[src/rtl/cmp_flags_pipe_if.sv]
// Valid/ready operation and result bundle for cmp_flags_pipe.
// The Out signal exists only when CMP_RESULT_EN is defined.
interface cmp_flags_pipe_if #(
  parameter int WIDTH = 32
) ();
  logic             in_valid;
  logic             in_ready;
  logic [WIDTH-1:0] In1;
  logic [WIDTH-1:0] In2;
  logic [1:0]       Op;
  logic [3:0]       Cond;
  logic             out_valid;
  logic             out_ready;
  logic [3:0]       Flags;
  logic             CondTrue;
`ifdef CMP_RESULT_EN
  logic [WIDTH-1:0] Out;
`endif

  modport master (
    output in_valid, In1, In2, Op, Cond, out_ready,
    input  in_ready, out_valid, Flags, CondTrue
`ifdef CMP_RESULT_EN
    , input Out
`endif
  );

  modport slave (
    input  in_valid, In1, In2, Op, Cond, out_ready,
    output in_ready, out_valid, Flags, CondTrue
`ifdef CMP_RESULT_EN
    , output Out
`endif
  );
endinterface

[src/rtl/cmp_flags_pipe.sv]
// Two-stage compare/flag unit: NZCV flag register plus registered condition evaluation.
// Optional feature macro CMP_RESULT_EN adds the registered Out result port.
module cmp_flags_pipe #(
  parameter int WIDTH = 32
) (
  input  logic             clk,
  input  logic             rst_n,
  cmp_flags_pipe_if.slave  bus
);

  localparam int MSB = WIDTH - 1;

  logic             s1_valid;
  logic             s2_adv;
  logic             s1_adv;
  logic             accept;
  logic [1:0]       s1_op;
  logic [3:0]       s1_cond;
  logic             s1_a_msb;
  logic             s1_b_msb;
  logic [WIDTH:0]   raw;
  logic             out_valid_q;
  logic             cond_true_q;
  logic [3:0]       flags_q;
  logic             n_new;
  logic             z_new;
  logic             c_raw;
  logic             v_arith;
  logic [3:0]       flags_new;
`ifdef CMP_RESULT_EN
  logic [WIDTH:0]   s1_res;
  logic [WIDTH-1:0] out_q;
`else
  logic             s1_n;
  logic             s1_z;
  logic             s1_c;
`endif

  assign s2_adv       = !out_valid_q || bus.out_ready;
  assign s1_adv       = s1_valid && s2_adv;
  assign bus.in_ready = !s1_valid || s2_adv;
  assign accept       = bus.in_valid && bus.in_ready;

  function automatic logic cond_eval(input logic [3:0] cond, input logic [3:0] f);
    logic n, z, c, v, r;
    {n, z, c, v} = f;
    r = 1'b0;
    case (cond)
      4'd0:    r = z;
      4'd1:    r = !z;
      4'd2:    r = c;
      4'd3:    r = !c;
      4'd4:    r = n;
      4'd5:    r = !n;
      4'd6:    r = v;
      4'd7:    r = !v;
      4'd8:    r = !c && !z;
      4'd9:    r = c || z;
      4'd10:   r = (n == v);
      4'd11:   r = (n != v);
      4'd12:   r = !z && (n == v);
      4'd13:   r = z || (n != v);
      4'd14:   r = 1'b1;
      default: r = 1'b0;
    endcase
    return r;
  endfunction

  // Zero-extended operands so bit WIDTH carries the borrow/carry for CMP/CMN.
  always_comb begin
    raw = '0;
    case (bus.Op)
      2'b00:   raw = {1'b0, bus.In1} - {1'b0, bus.In2};
      2'b01:   raw = {1'b0, bus.In1} + {1'b0, bus.In2};
      2'b10:   raw = {1'b0, bus.In1 & bus.In2};
      default: raw = {1'b0, bus.In1 ^ bus.In2};
    endcase
  end

  always_ff @(posedge clk or negedge rst_n) begin
    if (!rst_n) begin
      s1_valid <= 1'b0;
      s1_op    <= '0;
      s1_cond  <= '0;
      s1_a_msb <= 1'b0;
      s1_b_msb <= 1'b0;
`ifdef CMP_RESULT_EN
      s1_res   <= '0;
`else
      s1_n     <= 1'b0;
      s1_z     <= 1'b0;
      s1_c     <= 1'b0;
`endif
    end else begin
      if (bus.in_ready) s1_valid <= bus.in_valid;
      if (accept) begin
        s1_op    <= bus.Op;
        s1_cond  <= bus.Cond;
        s1_a_msb <= bus.In1[MSB];
        s1_b_msb <= bus.In2[MSB];
`ifdef CMP_RESULT_EN
        s1_res   <= raw;
`else
        s1_n     <= raw[MSB];
        s1_z     <= (raw[MSB:0] == '0);
        s1_c     <= raw[WIDTH];
`endif
      end
    end
  end

`ifdef CMP_RESULT_EN
  assign n_new = s1_res[MSB];
  assign z_new = (s1_res[MSB:0] == '0);
  assign c_raw = s1_res[WIDTH];
`else
  assign n_new = s1_n;
  assign z_new = s1_z;
  assign c_raw = s1_c;
`endif

  // Logical ops inherit C/V from the register, which already holds the previous op's flags.
  assign v_arith   = s1_op[0] ? ((s1_a_msb == s1_b_msb) && (n_new != s1_a_msb))
                              : ((s1_a_msb != s1_b_msb) && (n_new != s1_a_msb));
  assign flags_new = s1_op[1] ? {n_new, z_new, flags_q[1:0]}
                              : {n_new, z_new, c_raw, v_arith};

  always_ff @(posedge clk or negedge rst_n) begin
    if (!rst_n) begin
      out_valid_q <= 1'b0;
      flags_q     <= 4'b0000;
      cond_true_q <= 1'b0;
`ifdef CMP_RESULT_EN
      out_q       <= '0;
`endif
    end else begin
      if (s2_adv) out_valid_q <= s1_valid;
      if (s1_adv) begin
        flags_q     <= flags_new;
        cond_true_q <= cond_eval(s1_cond, flags_new);
`ifdef CMP_RESULT_EN
        out_q       <= s1_res[MSB:0];
`endif
      end
    end
  end

  assign bus.out_valid = out_valid_q;
  assign bus.Flags     = flags_q;
  assign bus.CondTrue  = cond_true_q;
`ifdef CMP_RESULT_EN
  assign bus.Out       = out_q;
`endif

endmodule

[src/flat_wrapper.sv]
// flat-port wrapper written by rule: the top's interface ports become plain ports
module cmp_flags_pipe_flat 
#(
  parameter int WIDTH = 32
)
  (clk, rst_n, bus_in_valid, bus_In1, bus_In2, bus_Op, bus_Cond, bus_out_ready, bus_in_ready, bus_out_valid, bus_Flags, bus_CondTrue);
  cmp_flags_pipe_if #(.WIDTH(WIDTH)) bus_i ();
  input  logic clk;
  input  logic rst_n;
  input wire logic [$bits(bus_i.in_valid)-1:0] bus_in_valid;
  input wire logic [$bits(bus_i.In1)-1:0] bus_In1;
  input wire logic [$bits(bus_i.In2)-1:0] bus_In2;
  input wire logic [$bits(bus_i.Op)-1:0] bus_Op;
  input wire logic [$bits(bus_i.Cond)-1:0] bus_Cond;
  input wire logic [$bits(bus_i.out_ready)-1:0] bus_out_ready;
  output wire logic [$bits(bus_i.in_ready)-1:0] bus_in_ready;
  output wire logic [$bits(bus_i.out_valid)-1:0] bus_out_valid;
  output wire logic [$bits(bus_i.Flags)-1:0] bus_Flags;
  output wire logic [$bits(bus_i.CondTrue)-1:0] bus_CondTrue;
  assign bus_i.in_valid = bus_in_valid;
  assign bus_i.In1 = bus_In1;
  assign bus_i.In2 = bus_In2;
  assign bus_i.Op = bus_Op;
  assign bus_i.Cond = bus_Cond;
  assign bus_i.out_ready = bus_out_ready;
  assign bus_in_ready = bus_i.in_ready;
  assign bus_out_valid = bus_i.out_valid;
  assign bus_Flags = bus_i.Flags;
  assign bus_CondTrue = bus_i.CondTrue;
  cmp_flags_pipe #(.WIDTH(WIDTH)) u_core (.clk(clk), .rst_n(rst_n), .bus(bus_i));
endmodule
[config.mk]
export PLATFORM = sky130hd
export DESIGN_NAME = cmp_flags_pipe_flat
export DESIGN_NICKNAME = d
export VERILOG_FILES = /design/src/rtl/cmp_flags_pipe_if.sv /design/src/rtl/cmp_flags_pipe.sv /design/src/flat_wrapper.sv
export SDC_FILE = /design/constraint.sdc
export NUM_CORES = 1
export LEC_CHECK = 0
export ABC_AREA = 1
export CELL_PAD_IN_SITES_DETAIL_PLACEMENT = 0
export CELL_PAD_IN_SITES_GLOBAL_PLACEMENT = 2
export CORE_ASPECT_RATIO = 0.5
export CORE_MARGIN = 2
export CORE_UTILIZATION = 26
export CTS_BUF_LIST = sky130_fd_sc_hd__clkbuf_4
export CTS_CLUSTER_DIAMETER = 200
export CTS_CLUSTER_SIZE = 24
export DETAILED_ROUTE_END_ITERATION = 10
export GPL_TIMING_DRIVEN = 0
export PLACE_DENSITY_LB_ADDON = 0.1
export RECOVER_POWER = 25
export SYNTH_ARGS = -nofsm -noshare
export SYNTH_HDL_FRONTEND = slang
export SYNTH_SLANG_ARGS = --single-unit
[constraint.sdc]
create_clock -name clk -period 1.5 [get_ports clk]
set_input_delay 0.15 -clock clk [delete_from_list [all_inputs] [get_ports clk]]
set_output_delay 0.15 -clock clk [all_outputs]
set_load 0.02 [all_outputs]
==> Implementation_results.wiki <==
{| class="wikitable"
! Metric !! Value
|-
| Result of the run || finished with violations
|-
| Violations in the final reports || setup timing
|-
| Normalized max-slew margin || 43.1%
|-
| Later-pin clock latency in the skew report || 0.31 ns
|-
| End of the worst hold path || u_core.s1_op[0]$_DFFE_PN0P_
|-
| Share of Yosys cell area claimed by the top area cell type || 22.1%
|-
| GRT Util Overall || 19.0%
|-
| Total number of placement rows || 36
|-
| Reg clk slew, reported paths || 0.11 ns
|-
| Number of hold violations in the final report || 0
|-
| Post-Synthesis Mean Instance Area || 5.60 sq um
|-
| Period utilization || 215%
|-
| Vias in the first global route || 5732
|-
| Startpoint types || input pin
|-
| Hold depth || 3
|-
| Largest net degree at the start of global routing || 19
|-
| I/O Pins || 81
|-
| Average wire per standard cell || 15.0 microns
|-
| Layout overhead on the synthesized area || 44.9%
|-
| Standard cell with the maximum stage delay on the critical path || sky130_fd_sc_hd__clkdlybuf4s50_1
|-
| Worst Setup End Kind || flop
|-
| Number of distinct standard cells referenced by the synthesized netlist || 43
|-
| Die Footprint || 20800 sq um
|-
| Clock share of power || 6.4%
|-
| Final HPWL from detailed placement || 16.7 mm
|-
| WP data arrival || 3.42 ns
|-
| Logic pwr share || 77.7%
|-
| Number of iterations in the first detailed-routing pass || 5
|-
| Count of buffer and inverter cells on the critical path || 17
|-
| Worst Hold Class || input pin to flop
|-
| Worst reg2reg setup slack || -0.80 ns
|-
| Most used flip-flop cell after synthesis || sky130_fd_sc_hd__dfrtp_1
|-
| Core Footprint || 19300 sq um
|-
| Unrepaired setup endpoints after global routing || true
|-
| Number of nets in the layout || 1201
|-
| Async set or reset register ratio after synthesis || 100%
|-
| Final setup TNS || -5.88 ns
|-
| Sequential-to-total area share from yosys stat || 8.83%
|-
| Endpoint of the worst-slack reg-to-reg timing path || u_core.s1_z$_DFFE_PN0P_
|-
| Wire length of the first global-routing pass || 31.0 mm
|-
| Synthesis-stage register bit count || 18
|-
| Number of enable-type register cells in the synthesized netlist || 0
|-
| Die width || 202 microns
|-
| Most repeated library cell on the critical path || sky130_fd_sc_hd__buf_6
|-
| Total number of vias || 6032
|-
| Final core utilization || 38.2%
|-
| Minimum setup slack after placement || -2.92 ns
|-
| Sink Count || 18
|-
| Placer congestion estimate || 0.847
|-
| Leading post-synthesis cells by cell area || sky130_fd_sc_hd__nand2_1 22%, sky130_fd_sc_hd__ha_1 17%, sky130_fd_sc_hd__inv_1 11%, sky130_fd_sc_hd__dfrtp_1 8.8%, sky130_fd_sc_hd__nor2_1 6.8%
|-
| Minimum period implied by the final worst setup slack || 3.22 ns
|-
| Longest Clk Path Bufs || 2
|-
| Cells after synthesis || 911
|-
| TritonCTS clock tree || yes
|-
| Internal portion of total power || 0.00200 W
|-
| Maximum vdd drop || 0.237 mV
|-
| Share of final-layout standard cells stronger than drive strength 1 || 21.0%
|-
| Number of clock buffers inserted by TritonCTS || 3
|-
| Number of port buffers || 79
|-
| Startpoint of the most critical register-to-register path || u_core.bus.out_valid$_DFFE_PN0P_
|-
| Switching power of the nets || 0.00216 W
|-
| Slack of the critical path || -1.72 ns
|-
| Maximum Capacitance Violations || 0
|-
| Starting Density || 26.4%
|-
| Power per cell area || 563 nW/um^2
|-
| Initial antenna violation count || 0
|-
| Via density per instance || 4.57
|-
| Clock root cell || sky130_fd_sc_hd__clkbuf_4
|-
| Initial DRC count || 284
|-
| Drt total wl || 19.8 mm
|-
| Peak fanout along the critical path || 3
|-
| Placement-stage cell area || 6300 sq um
|-
| Largest incremental delay on the critical path || 0.48 ns
|-
| Setup skew after layout || 0.00538 ns
|-
| Filler cells || 2174
|-
| Number of H-tree branching levels || 1
|-
| Leakage power of the design || 3.80 nW
|-
| Critical path required time || 1.70 ns
|-
| Final setup violation count || 10
|-
| Seq pwr share || 15.9%
|-
| Worst reg-to-reg path cell count || 11
|-
| Antenna viol nets, final || 0
|-
| Slew at the pin with the worst max-slew slack || 0.851 ns
|-
| Diodes inserted || 0
|-
| Die Y-Extent || 103 microns
|-
| Switching part of the total power || 51.9%
|-
| Min-delay src || bus_Op[0]
|-
| Top cell type by total area after synthesis || sky130_fd_sc_hd__nand2_1
|-
| Achievable frequency || 310 MHz
|-
| Critical path type || input pin to flop
|-
| Aggregate global routing overflow || 0
|-
| Crit path max-delay family || buffers and inverters
|-
| Yosys warns || 0
|-
| Netlist area before placement || 5100 sq um
|-
| Syn_nets || 1057
|-
| Number of max-slew violations in the final report || 0
|-
| DRC violation count after routing || 0
|-
| Post-route cell area || 7390 sq um
|}
cell families (layout without fill, tap and decap cells):
kind of cell,after synthesis,after routing,share of synthesized area (%)
AOI/OAI and AO/OA,104,104,11.5
xor gates and xnor gates,34,34,5.84
DFF,18,18,8.83
adders and majority gates,72,72,17.8
and+or+nand+nor,518,518,43.5
buffers and inverters,165,308,12.5
cell usage in the layout, fill, tap and decap left out, types with 12 or more instances in the layout:
cell type                         netlist  final
sky130_fd_sc_hd__nand4_1               20     20
sky130_fd_sc_hd__inv_2                  3     13
sky130_fd_sc_hd__nor2_2                 2     18
sky130_fd_sc_hd__nor2_1                92     69
sky130_fd_sc_hd__buf_4                  1     52
sky130_fd_sc_hd__a21oi_2                1     16
sky130_fd_sc_hd__nand3_1               56     50
sky130_fd_sc_hd__dfrtp_1               18     17
sky130_fd_sc_hd__o21ai_0               40     22
sky130_fd_sc_hd__inv_1                152    139
sky130_fd_sc_hd__nand2_2                5     24
sky130_fd_sc_hd__xor2_1                23     20
sky130_fd_sc_hd__buf_6                  2     12
sky130_fd_sc_hd__a21oi_1               39     24
sky130_fd_sc_hd__o21ai_1                2     13
sky130_fd_sc_hd__clkdlybuf4s50_1        0     61
sky130_fd_sc_hd__ha_1                  71     59
sky130_fd_sc_hd__nand2_1              300    275
registers in the layout, indices dropped and copies added (netlist names):
| signal | flops |
|---|---|
| u_core.s1_z | 1 |
| u_core.s1_cond | 4 |
| u_core.bus.out_valid | 1 |
| u_core.s1_valid | 1 |
| u_core.bus.Flags | 4 |
| u_core.bus.CondTrue | 1 |
| u_core.c_raw | 1 |
| u_core.s1_b_msb | 1 |
| u_core.s1_a_msb | 1 |
| u_core.n_new | 1 |
| u_core.s1_op | 2 |
power groups by stage:
| stage | Clock (W) | Combinational [W] | Sequential [W] |
|---|---|---|---|
| after floorplan | 0 | 0.00172 | 0.000717 |
| after global placement | 0 | 0.00275 | 0.000663 |
| after detailed placement | 0 | 0.00275 | 0.000666 |
| after CTS | 0.000273 | 0.00299 | 0.000662 |
| after global routing | 0.000291 | 0.00364 | 0.000677 |
| final | 0.000264 | 0.00323 | 0.000661 |
Yosys cell counts (2+ instances only):
cell type and n:
sky130_fd_sc_hd__ha_1 71, sky130_fd_sc_hd__dfrtp_1 18, sky130_fd_sc_hd__nor2_1 92, sky130_fd_sc_hd__nand4_1 20, sky130_fd_sc_hd__nand3_2 5, sky130_fd_sc_hd__a21o_1 3, sky130_fd_sc_hd__buf_6 2, sky130_fd_sc_hd__nor4_1 4
sky130_fd_sc_hd__o21ai_0 40, sky130_fd_sc_hd__nor2_2 2, sky130_fd_sc_hd__inv_2 3, sky130_fd_sc_hd__o31ai_1 2, sky130_fd_sc_hd__xnor2_1 11, sky130_fd_sc_hd__o211ai_1 2, sky130_fd_sc_hd__nor3_1 18, sky130_fd_sc_hd__inv_1 152
sky130_fd_sc_hd__o21bai_1 5, sky130_fd_sc_hd__nor3_2 2, sky130_fd_sc_hd__a22o_1 3, sky130_fd_sc_hd__nand2_2 5, sky130_fd_sc_hd__o21ai_2 2, sky130_fd_sc_hd__clkbuf_1 6, sky130_fd_sc_hd__or2_2 2, sky130_fd_sc_hd__o21ai_1 2
sky130_fd_sc_hd__a21oi_1 39, sky130_fd_sc_hd__nand3b_1 7, sky130_fd_sc_hd__xor2_1 23, sky130_fd_sc_hd__nand3_1 56, sky130_fd_sc_hd__nand2_1 300
worst min-delay path, stage by stage:
cell	delay [ns]
sky130_fd_sc_hd__dlymetal6s2s_1	0.15
sky130_fd_sc_hd__inv_2	0.11
sky130_fd_sc_hd__o21ai_0	0.09
routing by layer:
metal	vias up	GRT usage (%)	part of all wire (%)
met5	-	0	0
met4	0	1.98	0.66
met3	9	0.759	3.1
met2	107	33.0	44
met1	2715	27.1	52
li1	3201	-	-
stage by stage:
stage	hold WS, ns	instances	total power, W
after floorplan	-0.146	911	0.00244
after global placement	0.467	1256	0.00342
after detailed placement	0.467	1256	0.00342
after CTS	0.313	1292	0.00392
after global routing	0.233	1320	0.00461
final	0.231	1320	0.00416
final cells by class:
type | instances | area (sq um) | area share, %
Sequential cell | 18 | 452 | 6.11
Multi-Input combinational cell | 728 | 4610 | 62.4
Inverter | 155 | 604 | 8.18
Tap cell | 266 | 333 | 4.50
Buffer | 10 | 77.6 | 1.05
Clock inverter | 1 | 3.75 | 0.0508
Clock buffer | 3 | 22.5 | 0.305
Timing Repair Buffer | 139 | 1280 | 17.4
how the worst max path moves through the flow:
stage,startpoint,end,slack (ns),depth (start not counted)
4_1_cts,bus_In2[1],u_core.s1_z$_DFFE_PN0P_,-1.80,25
6_report,bus_In2[13],u_core.c_raw$_DFFE_PN0P_,-1.72,25
3_3_place_gp,bus_Op[0],u_core.s1_z$_DFFE_PN0P_,-2.93,23
5_1_grt,bus_In2[1],u_core.s1_z$_DFFE_PN0P_,-1.89,27
3_5_place_dp,bus_Op[0],u_core.s1_z$_DFFE_PN0P_,-2.92,23
2_1_floorplan,bus_Op[1],u_core.s1_z$_DFFE_PN0P_,-1.34,22
repair_timing:
item | CTS | global route
endpoints found under the setup margin | 11 | 11
gates resized for setup | 115 | 99
pin swaps | 51 | 58
setup buffers | 33 | 28
hold endpoints to repair | 0 | 0
hold buffers | 0 | 0
Power figures use the tool's default switching activity.
==> RTL change 1: new RTL, same flow settings <==
`WIDTH` is set to 32 in 3 places; all go to 40.
--- a/src/rtl/cmp_flags_pipe_if.sv
+++ b/src/rtl/cmp_flags_pipe_if.sv
@@ -1,7 +1,7 @@
 // Valid/ready operation and result bundle for cmp_flags_pipe.
 // The Out signal exists only when CMP_RESULT_EN is defined.
 interface cmp_flags_pipe_if #(
-  parameter int WIDTH = 32
+  parameter int WIDTH = 40
 ) ();
   logic             in_valid;
   logic             in_ready;
--- a/src/rtl/cmp_flags_pipe.sv
+++ b/src/rtl/cmp_flags_pipe.sv
@@ -1,7 +1,7 @@
 // Two-stage compare/flag unit: NZCV flag register plus registered condition evaluation.
 // Optional feature macro CMP_RESULT_EN adds the registered Out result port.
 module cmp_flags_pipe #(
-  parameter int WIDTH = 32
+  parameter int WIDTH = 40
 ) (
   input  logic             clk,
   input  logic             rst_n,
--- a/src/flat_wrapper.sv
+++ b/src/flat_wrapper.sv
@@ -1,7 +1,7 @@
 // flat-port wrapper written by rule: the top's interface ports become plain ports
 module cmp_flags_pipe_flat 
 #(
-  parameter int WIDTH = 32
+  parameter int WIDTH = 40
 )
   (clk, rst_n, bus_in_valid, bus_In1, bus_In2, bus_Op, bus_Cond, bus_out_ready, bus_in_ready, bus_out_valid, bus_Flags, bus_CondTrue);
   cmp_flags_pipe_if #(.WIDTH(WIDTH)) bus_i ();
Ports: changed (resized bus_In1 and bus_In2); port bits go from 81 to 97. The function was not compared with the original's and may differ.
==> RTL change 1 against the unedited design <==
- the run still ends with setup timing left
- sequential share of layout area decreased by 1.2 points
- worst setup slack better by 77 ps
- power rose by 23%
- sequential cell count unchanged
- synthesized area up 24%
- combinational power increased by 29%
- cell area rose by 24%
- routed wire length rose by 33%
- critical endpoint is now u_core.s1_z$_DFFE_PN0P_
- highest routed layer unchanged
==> RTL change 1: results (changes against the unedited design) <==
Synthesis
  • Compound-cell area share of the yosys netlist: 9.71% (-1.8 points)
  • Area contributors post-synth: nand2_1 25%, ha_1 17%, inv_1 11%
  • Synth Flop Type: dfrtp_1
  • Adder-cell share of the synthesized area: 17.6% (-0.21 points)
  • Post-synthesis sequential area ratio: 7.15% (-1.7 points)
  • Syn Nets: 1350 (+28%)
  • Xor and xnor area share after synthesis: 6.54% (+0.70 points)
  • Synth top cells by count: 424 x nand2_1, 180 x inv_1, 145 x nor2_1
  • Yosys cell types: 39 (-9.3%)

Setup path
  • Crit. Startpoint: bus_In2[2]
  • Critical path class: in2reg
  • CP Capture Point: u_core.s1_z$_DFFE_PN0P_
  • R2R Setup Slk: -350 ps (+450 ps)
  • Crit path max fanout: 4 (+1)
  • Reg2reg path depth: 13 (+2)

Cells and area
  • Clock-cell share: 0.287% (-0.068 points)
  • Inverters: 184 (+19%)
  • FF+latch area: 450 um2 (-0.28%)
  • Area of the multi-input gates: 6130 um2 (+33%)
  • Clock buf count: 3 (unchanged)
  • Final nets: 1499 (+25%)
  • Seq_cells: 18 (unchanged)
  • Layout fillers: 2687 (+24%)
  • Multi-input comb cells: 958 (+32%)
  • N_diodes: 0 (unchanged)
  • Data buffer area share: 15.5% (-2.9 points)
  • Fraction of layout cells with a size suffix above 1: 22.6% (+1.6 points)
  • Number of non-clock buffers: 156 (+4.7%)

Detailed routing
  • Metal2 WL: 11.6 mm (+33%)
  • Met1 Wirelength: 13.0 mm (+27%)
  • Top sig layer: met4
  • DR WL met3: 1.33 mm (+110%)
  • Vias: 7572 (+26%)
  • Mean routed wirelength per cell: 16.0 um (+7.0%)
  • Number of DRC markers in iteration 0: 423 (+49%)

GRT
  • Met2 GRT Util: 34.7% (+1.6 points)
  • First-pass GRT wire length: 40.7 mm (+31%)
  • Met3 GRT Util: 2.05% (+1.3 points)
  • Vias in the first global route: 7318 (+28%)
  • GRT met1 Usage: 29.0% (+1.9 points)
  • Total global-route track usage: 20.5% (+1.5 points)

Timing
  • Clock skew: 6.06 ps (+0.681 ps)
  • Least-Margin Pin Slew: 837 ps (-14.1 ps)
  • Final hold slack: 236 ps (+4.65 ps)
  • Setup Viol. Count Final: 4 (-6)
  • Setup_tns: -4630 ps (+1260 ps)
  • PnR worst setup slack: -1650 ps (+77.3 ps)

Run status
  • Violations in the final reports: setup timing
  • Outcome: finished, violations left

Placed design
  • Hpwl dp: 22.7 mm (+36%)
  • Placer congestion estimate: 0.882 (+4.1%)
  • # port buffers: 95 (+20%)

Clock tree
  • Clk_lat worst skew: 300 ps
  • Clk root buf: clkbuf_4
  • PostCTS Resize Cnt: 193 (+68%)
  • H-tree depth: 1 (unchanged)

Min path
  • Hold Startpoint: bus_Op[1]
  • Worst Hold Endpoint: u_core.s1_op[1]$_DFFE_PN0P_

Power
  • Maximum vdd drop: 0.199 mV (-16%)
  • Leak Pwr: 4.57 nW (+20%)
[RTL change 1: worst max-delay path, stage by stage]
cell and delay, ps:
buf_8 110, nor3_4 180, nand3_2 120, nor2_4 110, nand2_2 80, nor3_4 230
nand4_1 270, o21ai_2 270, buf_4 150, buf_6 100, xor2_4 170, ha_4 250
nand2_4 110, inv_2 50, a21oi_4 200, nand2_1 70, nor2_1 130, nand3_1 80
nand3_1 100, nand2_1 60, nor2_1 80, nand3_1 80, nor2_1 120, nand2_1 70
nand2_1 50
[RTL change 1: power breakdown]
part	switching [mW]	internal, mW	leakage (nW)	total (mW)
Sequential	0.0725	0.581	0.222	0.653
Combinational	2.51	1.67	4.33	4.18
Clock	0.166	0.0971	0.0154	0.263
[RTL change 1: stage by stage]
stage,std cells,setup WS [ps],instance area (um2)
finish,1635,-1650,9150
global route,1635,-1840,9150
CTS,1618,-1690,8570
detailed placement,1582,-2920,7790
global placement,1582,-2930,7790
floorplan,1172,-1330,6440
==> RTL change 2: new RTL, same settings <==
Made on the original files. Reset style: synchronous (`rst_n`), changed in 2 clocked blocks.
--- a/src/rtl/cmp_flags_pipe.sv
+++ b/src/rtl/cmp_flags_pipe.sv
@@ -77,7 +77,7 @@
     endcase
   end
 
-  always_ff @(posedge clk or negedge rst_n) begin
+  always_ff @(posedge clk) begin
     if (!rst_n) begin
       s1_valid <= 1'b0;
       s1_op    <= '0;
@@ -125,7 +125,7 @@
   assign flags_new = s1_op[1] ? {n_new, z_new, flags_q[1:0]}
                               : {n_new, z_new, c_raw, v_arith};
 
-  always_ff @(posedge clk or negedge rst_n) begin
+  always_ff @(posedge clk) begin
     if (!rst_n) begin
       out_valid_q <= 1'b0;
       flags_q     <= 4'b0000;
Behaviour: differs if rst_n is asserted again (counterexample within 4 cycles, from zero or initial values and one cycle with rst_n low); with rst_n held inactive, the same outputs for 10 cycles.
==> RTL change 2 against the unedited design <==
- the flow still finishes with violations (setup timing)
- die area decreased by 3.7%
- count of clock-buffer cells in the layout is the same
- synthesized area fell by 3.8%
- critical endpoint is now u_core.s1_z$_SDFFE_PN0P_
- critical path type unchanged
- power down 12%
- routed wire length fell by 6.4%
- cell area fell by 2.5%
- sequential cell count stayed put
- worst setup slack worse by 13 ps
==> RTL change 2: results (changes against the unedited design) <==
Min path
  • Worst Hold Endpoint: u_core.s1_op[0]$_SDFFE_PN0P_
  • Hold Path Cell Cnt: 3 (unchanged)
  • Hold Startpoint: bus_Op[0]
  • Worst Hold Class: in2reg

Cells and area
  • N_diodes: 0 (unchanged)
  • Final nets: 1177 (-2.0%)
  • Non-Filler Instances: 1289 (-2.3%)
  • Fraction of layout cells with a size suffix above 1: 21.9% (+0.97 points)

Detailed routing
  • Initial DRT Pass Iterations: 5 (unchanged)
  • Vias: 5841 (-3.2%)
  • Number of DRC markers in iteration 0: 258 (-9.2%)
  • Mean routed wirelength per cell: 14.3 um (-4.2%)

Setup path
  • Worst R2R Start: u_core.bus.out_valid$_SDFFE_PN0P_
  • Worst r2r dst: u_core.s1_z$_SDFFE_PN0P_
  • R2R Setup Slk: -340 ps (+460 ps)
  • Crit path max fanout: 4 (+1)
  • Critical Path AT: 3490 ps (+70 ps)
  • Reg2reg path depth: 13 (+2)

GRT
  • Met3 GRT Util: 0.899% (+0.14 points)
  • Total global-route track usage: 18.7% (-0.24 points)
  • First-pass GRT wire length: 29.5 mm (-5.0%)
  • Met2 GRT Util: 33.3% (+0.26 points)
  • Initial antenna violation count: 0 (unchanged)
  • Largest net degree at the start of global routing: 11 (-8)
  • Vias in the first global route: 5661 (-1.2%)
  • GRT met1 Usage: 26.2% (-0.88 points)

Synthesis
  • Synthesized area per cell: 5.39 um2 (-3.8%)
  • Yosys cell types: 38 (-12%)
  • Synth top cells by count: 298 x nand2_1, 148 x inv_1, 127 x nor2_1
  • Synth Flop Type: dfxtp_1
  • Ys async rst share: 0% (-100 points)
  • Post-synthesis sequential area ratio: 7.34% (-1.5 points)
  • Area contributors post-synth: nand2_1 23%, ha_1 18%, inv_1 11%
  • Syn Nets: 1057 (unchanged)

Placed design
  • Placer congestion estimate: 0.862 (+1.7%)
  • # port buffers: 79 (unchanged)
  • Hpwl dp: 15.8 mm (-5.5%)
  • Placed Area: 6080 um2 (-3.5%)
  • Pre-CTS WS: -3570 ps (-654 ps)

Timing
  • Slew Limit Fails: 0 (unchanged)
  • Setup Viol. Count Final: 4 (-6)
  • Slew HR: 60.7% (+18 points)
  • PnR worst setup slack: -1740 ps (-13.0 ps)
  • Final hold slack: 296 ps (+64.5 ps)
  • Clock skew: 8.66 ps (+3.28 ps)
  • Setup_tns: -5250 ps (+633 ps)

Clock tree
  • Num CTS Buffers: 3 (unchanged)
  • H-tree depth: 1 (unchanged)
  • Bufs on Longest Clock Path: 2 (unchanged)

Power
  • Leak Pwr: 3.58 nW (-5.8%)
  • Maximum vdd drop: 0.205 mV (-13%)

Job
  • Max Cap Viol: 0 (unchanged)

Run status
  • Outcome: finished, violations left
  • Violations in the final reports: setup timing
-- RTL change 2: cell count changes in the layout (fill, tap and decap cells not counted), sizes merged, moves of 4 or more --
cell           change
nand4              -5
dlymetal6s2s       -4
nand3              +6
inv                -7
clkdlybuf4s50      +4
nor2              +37
a21oi              +4
nand2              -4
dfxtp             +18
dfrtp             -18
nor3               -6
buf               -27
o21ai             -21
-- RTL change 2: how the worst max path moves through the flow --
stage | to | depth (start not counted) | slack, ps | from
detailed placement | u_core.s1_z$_SDFFE_PN0P_ | 23 | -3570 | bus_Op[0]
floorplan | u_core.s1_z$_SDFFE_PN0P_ | 26 | -1400 | bus_In2[0]
CTS | u_core.s1_z$_SDFFE_PN0P_ | 28 | -1850 | bus_In2[1]
global placement | u_core.s1_z$_SDFFE_PN0P_ | 23 | -3610 | bus_Op[0]
finish | u_core.s1_z$_SDFFE_PN0P_ | 27 | -1740 | bus_In2[0]
global route | u_core.s1_z$_SDFFE_PN0P_ | 28 | -1960 | bus_In2[0]
-- RTL change 2: repair_timing --
action                                  CTS  global route
endpoints found under the setup margin    6             5
resized for setup                        97           158
hold buffers                              0             0
pin swaps                                27            97
setup buffers                            11            26
-- RTL change 2: logic make-up (layout without fill, tap and decap cells) --
family / Yosys count / after routing / share of synthesized area, %
and+or+nand+nor: 548 / 548 / 46.9
buffers and inverters: 156 / 275 / 11.9
AOI/OAI and AO/OA: 84 / 84 / 9.43
adders and majority gates: 72 / 72 / 18.5
xor gates and xnor gates: 33 / 33 / 5.89
DFF: 18 / 18 / 7.34
-- RTL change 2: power by group --
| part | internal, mW | switching [mW] |
|---|---|---|
| registers | 0.511 | 0.0299 |
| logic | 1.18 | 1.70 |
| clock network | 0.0969 | 0.161 |
-- RTL change 2: final cells by class --
class	count	area [um2]
Fill cell	2094	11200
Timing Repair Buffer	116	1070
Clock inverter	1	3.75
Buffer	6	32.5
Multi-Input combinational cell	737	4820
Sequential cell	18	363
Inverter	149	573
Clock buffer	3	22.5
Tap cell	259	324
-- RTL change 2: layer usage --
layer | vias to the layer above | part of all wire (%)
met4 | 0 | 0.38
li1 | 3126 | -
met3 | 4 | 3.2
met1 | 2627 | 51
met2 | 84 | 46
met5 | - | 0
-- RTL change 2: critical path: stages --
cell and delay [ps]:
buf_2 120, inv_4 70, ha_4 130, nor3b_4 190, nand2_1 100, nor3_2 230
nand2_2 150, nor2_4 170, nand2_4 90, buf_4 140, nand2_1 60, xor2_1 210
ha_1 320, nand2_2 160, inv_1 50, nand2_1 70, nand2_2 60, a21oi_2 150
buf_4 140, nand3b_1 70, nand3_1 80, nand2_1 70, nor2_2 160, nand3_2 110
nor2_2 130, nor2_1 40, nor2_1 70
